## config.mk

```make
export PLATFORM = sky130hd
export DESIGN_NAME = ula_issuer
export DESIGN_NICKNAME = d
export VERILOG_FILES = /design/src/rtl/ula_issuer_pkg.sv /design/src/rtl/ula_cmd_fifo.sv /design/src/rtl/ula_issuer.sv
export SDC_FILE = /design/constraint.sdc
export NUM_CORES = 1
export LEC_CHECK = 0
export CELL_PAD_IN_SITES_DETAIL_PLACEMENT = 1
export CELL_PAD_IN_SITES_GLOBAL_PLACEMENT = 1
export CORE_MARGIN = 8
export CORE_UTILIZATION = 30
export CTS_BUF_LIST = sky130_fd_sc_hd__clkbuf_16
export DETAILED_ROUTE_END_ITERATION = 7
export PLACE_DENSITY = 0.58
export SETUP_SLACK_MARGIN = 0.2
export SLEW_MARGIN = 40
export SYNTH_ARGS = -nofsm -noshare
export SYNTH_HDL_FRONTEND = slang
export SYNTH_SLANG_ARGS = --single-unit
```

## constraint.sdc

```tcl
create_clock -name clk -period 5.92 [get_ports clk]
set_input_delay 1.184 -clock clk [delete_from_list [all_inputs] [get_ports clk]]
set_output_delay 1.184 -clock clk [all_outputs]
set_load 0.05 [all_outputs]
```

## src/rtl/ula_issuer_pkg.sv

```systemverilog
// ula_issuer_pkg: shared widths, FSM states and the packed ULA command
package ula_issuer_pkg;
    localparam int ULA_W = 4;
    localparam int ULA_OP_W = 2;
    typedef enum logic [1:0] {IDLE, SETTLE, RESULT} state_t;
    typedef struct packed {
        logic [ULA_W-1:0]    a;
        logic [ULA_W-1:0]    b;
        logic                cin;
        logic [ULA_OP_W-1:0] op;
    } cmd_t;
endpackage

```

## src/rtl/ula_cmd_fifo.sv

```systemverilog
// ula_cmd_fifo: circular command buffer with wrapping pointers and occupancy count
module ula_cmd_fifo
    import ula_issuer_pkg::*;
#(
    parameter int DEPTH = 4
) (
    input  logic                     clk,
    input  logic                     rst,
    input  logic                     push,
    input  logic                     pop,
    input  cmd_t                     din,
    output cmd_t                     dout,
    output logic                     full,
    output logic                     empty,
    output logic [$clog2(DEPTH):0]   count
);
    localparam int AW = $clog2(DEPTH);
    cmd_t mem [DEPTH];
    logic [AW-1:0] wp, rp;
    assign dout = mem[rp];
    assign full = count == (AW+1)'(DEPTH);
    assign empty = count == '0;
    // storage needs no reset; occupancy decides what is valid
    always_ff @(posedge clk)
        if (push) mem[wp] <= din;
    // pointers wrap naturally since DEPTH is a power of two
    always_ff @(posedge clk) begin
        if (rst) begin
            wp <= '0;
            rp <= '0;
            count <= '0;
        end else begin
            if (push) wp <= wp + 1'b1;
            if (pop) rp <= rp + 1'b1;
            count <= count + {{AW{1'b0}}, push} - {{AW{1'b0}}, pop};
        end
    end
endmodule

```

## src/rtl/ula_issuer.sv

```systemverilog
// ula_issuer: queues ULA commands, drives them one at a time, captures results (optional ULA_ISSUER_STATS_EN adds op_count)
module ula_issuer
    import ula_issuer_pkg::*;
#(
    parameter int DEPTH = 4,
    parameter int WAIT_CYC = 1
) (
    input  logic                clk,
    input  logic                rst,
    input  logic                cmd_valid,
    output logic                cmd_ready,
    input  logic [ULA_W-1:0]    cmd_a,
    input  logic [ULA_W-1:0]    cmd_b,
    input  logic                cmd_cin,
    input  logic [ULA_OP_W-1:0] cmd_op,
    output logic [ULA_W-1:0]    ula_a,
    output logic [ULA_W-1:0]    ula_b,
    output logic                ula_cin,
    output logic [ULA_OP_W-1:0] ula_op,
    input  logic [ULA_W-1:0]    ula_s,
    input  logic                ula_cout,
    output logic                res_valid,
    input  logic                res_ready,
    output logic [ULA_W-1:0]    res_s,
    output logic                res_cout,
    output logic [ULA_OP_W-1:0] res_op,
    output logic                busy
`ifdef ULA_ISSUER_STATS_EN
    ,
    output logic [7:0]          op_count
`endif
);
    state_t state;
    logic [3:0] cnt;
    cmd_t head;
    logic full, empty, push, pop;
    logic [$clog2(DEPTH):0] count;
    assign cmd_ready = !full;
    assign push = cmd_valid && !full;
    assign pop = state == IDLE && !empty;
    assign busy = state != IDLE || count != '0;
    ula_cmd_fifo #(.DEPTH(DEPTH)) u_fifo (
        .clk(clk), .rst(rst), .push(push), .pop(pop),
        .din('{a: cmd_a, b: cmd_b, cin: cmd_cin, op: cmd_op}),
        .dout(head), .full(full), .empty(empty), .count(count)
    );
    // issue -> settle -> present result, with one idle bubble between results
    always_ff @(posedge clk) begin
        if (rst) begin
            state <= IDLE;
            cnt <= '0;
            ula_a <= '0;
            ula_b <= '0;
            ula_cin <= 1'b0;
            ula_op <= '0;
            res_valid <= 1'b0;
            res_s <= '0;
            res_cout <= 1'b0;
            res_op <= '0;
        end else begin
            case (state)
                IDLE: if (pop) begin
                    ula_a <= head.a;
                    ula_b <= head.b;
                    ula_cin <= head.cin;
                    ula_op <= head.op;
                    cnt <= 4'(WAIT_CYC - 1);
                    state <= SETTLE;
                end
                SETTLE: if (cnt == '0) begin
                    res_s <= ula_s;
                    res_cout <= ula_cout;
                    res_op <= ula_op;
                    res_valid <= 1'b1;
                    state <= RESULT;
                end else cnt <= cnt - 1'b1;
                RESULT: if (res_ready) begin
                    res_valid <= 1'b0;
                    state <= IDLE;
                end
                default: state <= IDLE;
            endcase
        end
    end
`ifdef ULA_ISSUER_STATS_EN
    // saturating count of completed result handshakes
    always_ff @(posedge clk) begin
        if (rst) op_count <= '0;
        else if (res_valid && res_ready && op_count != 8'hff) op_count <= op_count + 1'b1;
    end
`endif
endmodule
```

==> flow_summary_export.csv <==
group,metric,value,unit
cells_and_area,stdcell_area,3960,µm²
sta,setup_violations,0,
cells_and_area,syn_to_final_growth,27.4,%
placed_design,hpwl,4560,µm
global_route,grt_pass1_vias,2233,
worst_hold_path,hold_class,"reg -> reg",
routing,wl_per_cell,16.7,µm
critical_path,crit_path_end,"cmd_ready",
routing,drc_errors,0,
routing,dr_total_vias,2002,
synth,synthesis.instances,234,
critical_path,crit_buf_inv,2,
floorplan,start_util,0.305,
global_route,grt.total_usage,0.102,
critical_path,crit_type,"reg -> out",
sta,clock.fmax,305,MHz
critical_path,cp_slowest_stage_delay,740,ps
clock_network,cts_tree,"built",
sta,tightest_slew,614,ps
synth,ys_seq_area_frac,0.631,
critical_path,reg2reg_from,"state[1]",
routing,via_per_inst,4.84,
synth,synth_cell_types,38,
global_route,grt_overflow,0,
floorplan,die_area,13900,µm²
cells_and_area,mostFrequentLayoutCell,"edfxtp_1",
flow_run,maxCapViolCount,0,
floorplan,rows,37,
placed_design,gp_congestion,0.678,
clock_network,post-cts-setup-buffer-count,0,
synth,synthFlopType,"edfxtp_1",
run_status,status,"finished clean",
critical_path,end_kind,"output pin",
routing,drt_iter0_drc,52,
floorplan,die_y,118,µm
clock_network,htreeDepth,3,
critical_path,worst-path-max-fanout,7,
cells_and_area,nNetsFinal,301,
cells_and_area,diodes,0,
power_and_ir_drop,power_frac_comb,0.342,
critical_path,regToRegSetupSlack,3310,ps
power_and_ir_drop,power.density,524,nW/µm²
critical_path,critPathTopFamily,"buffers and inverters",
synth,async_flop_share,0,
sta,finalMaxSlewViolations,0,
sta,setup-tns-final,0,ps
critical_path,required,4740,ps
placed_design,portBuffers,40,
critical_path,startpoint,"u_fifo.count[2]",
synth,yosysTopAreaCell,"edfxtp_1",
critical_path,cp.arrival,2100,ps
critical_path,startpoint_type,"flip-flop",
global_route,grt_max_degree,35,
synth,syn_area_per_cell,13.3,µm²
cells_and_area,fill_cells,1074,
synth,syn_nets,262,
floorplan,pin_count,41,
placed_design,place_area,3620,µm²
global_route,grt_antenna_before_repair,0,
clock_network,clock_sinks,76,
sta,finalCriticalPeriod,3280,ps
critical_path,cp_cell_sequence,"nor3b_1 -> inv_1 -> clkdlybuf4s50_1",
clock_network,cts.clk_slew.worst_paths,60,ps
power_and_ir_drop,seq_power_share,0.358,
sta,relSlewSlack,0.591,
critical_path,reg2regPathDepth,10,
synth,ys.warnings.count,0,
synth,postSynthRegisterBits,76,
sta,skew,7.28,ps
cells_and_area,mostFrequentLayoutCells,"edfxtp_1, clkdlybuf4s50_1, dfxtp_1, a21oi_1",
clock_network,cts.path.max_buffers,2,
critical_path,r2r_end,"u_fifo.count[2]",
cells_and_area,finalNonFillerCells,414,
floorplan,core-area,10200,µm²
power_and_ir_drop,p_sw_frac,0.356,
sta,rsz0062_at_grt,"no",
synth,synth_edf_count,44,
power_and_ir_drop,p_total,2.07,mW
clock_network,postCtsHoldBufs,0,
synth,synth.top_cells.by_area,"edfxtp_1, dfxtp_1, mux4_2",
power_and_ir_drop,power_frac_clock,0.300,
clock_network,clockRootBuffer,"clkbuf_16",
critical_path,crit_slowest_cell,"clkdlybuf4s50_1",
routing,dr.pass1.iters,4,
power_and_ir_drop,intPower,1.34,mW
synth,synth_top_area_share,0.425,
sta,hold_violations,0,
clock_network,cts_resized,0,
routing,drt-total-wl,6910,µm
power_and_ir_drop,power.leakage,1.36,nW
placed_design,dp.cells,398,
synth,synth_area,3110,µm²
sta,fin_crit_sh,0.554,
global_route,grt_pass1_wl,11200,µm
clock_network,numCtsBuffers,9,
power_and_ir_drop,p_sw,739,µW
power_and_ir_drop,ir_worst_vdd,0.197,mV
routing,ant_nets,0,
cells_and_area,drive_gt1_frac,0.108,
floorplan,dieWidth,118,µm
critical_path,crit_cells,3,
clock_network,clk-insertion-delay-late,330,ps
## synth_stat cells (all sizes together) (3+ instances only)
cell type,n
edfxtp,44
dfxtp,32
a21oi,25
nand3,21
o21ai,21
inv,13
mux4,11
nor2,9
buf,8
clkbuf,8
ha,7
and3,4
nor2b,4
o221ai,3
or3,3
## logic make-up after synthesis
family	Yosys count	share of synthesized area
AO/OA/AOI/OAI	55	0.101
XOR/XNOR	1	0.00282
adder cells (fa/ha/maj)	8	0.0346
buffers and inverters	29	0.0459
flip-flops	76	0.631
multiplexers	11	0.0857
AND/OR/NAND/NOR	54	0.0994
## worst min-delay path, stage by stage, from the launching register on
cell and delay, ps:
dfxtp_1 300, o21ai_0 60, a21oi_1 60
## sequential cells by signal, indices dropped and copies added (netlist names), 2 cells and up
signal	flops
u_fifo.mem	44
cnt	4
res_s	4
ula_a	4
ula_b	4
u_fifo.count	3
res_op	2
state	2
u_fifo.rp	2
u_fifo.wp	2
ula_op	2
## worst min path at each step
| stage | end | startpoint | slack (ps) | depth (start not counted) |
|---|---|---|---|---|
| 2_1_floorplan | cnt[0] | cnt[0] | 450 | 2 |
| 3_3_place_gp | res_s[2] | res_s[2] | 460 | 2 |
| 4_1_cts | ula_b[2] | ula_b[2] | 480 | 2 |
| 3_5_place_dp | ula_b[2] | ula_b[2] | 470 | 2 |
| 6_report | res_s[0] | res_s[0] | 480 | 2 |
| 5_1_grt | ula_b[1] | ula_b[1] | 510 | 2 |
## power by group through the flow
stage	combinational [mW]	sequential [mW]	clock, mW
after floorplan	0.379	0.873	0
after global placement	0.713	0.754	0
after CTS	0.723	0.748	0.634
after global routing	0.770	0.759	0.650
final	0.710	0.742	0.622
after detailed placement	0.718	0.758	0
## per-layer routing
layer | vias to the layer above | wire length [µm] | part of all wire | track usage
li1 | 953 | - | - | -
met1 | 1000 | 2980 | 0.43 | 0.109
met2 | 37 | 3570 | 0.52 | 0.183
met3 | 12 | 258 | 0.037 | 0.0317
met4 | 0 | 108 | 0.016 | 0.0408
met5 | - | 0 | 0 | 0
## cell type report
class / count / area [µm²] / share of cell area
tap: 136 / 170 / 0.0430
multi-input combinational: 129 / 1010 / 0.255
sequential: 76 / 1960 / 0.496
clock buffer: 9 / 225 / 0.0569
timing repair buffer: 44 / 430 / 0.109
clock inverter: 7 / 115 / 0.0291
inverter: 13 / 48.8 / 0.0123
## stage by stage
stage          setup WS (ps)   util  hold WS, ps
2_1_floorplan           3580      -          453
3_3_place_gp            2910  0.355          460
3_5_place_dp            2840  0.355          472
4_1_cts                 2620  0.389          484
5_1_grt                 2530  0.389          512
6_report                2640  0.389          478
Power figures use the tool's default switching activity.
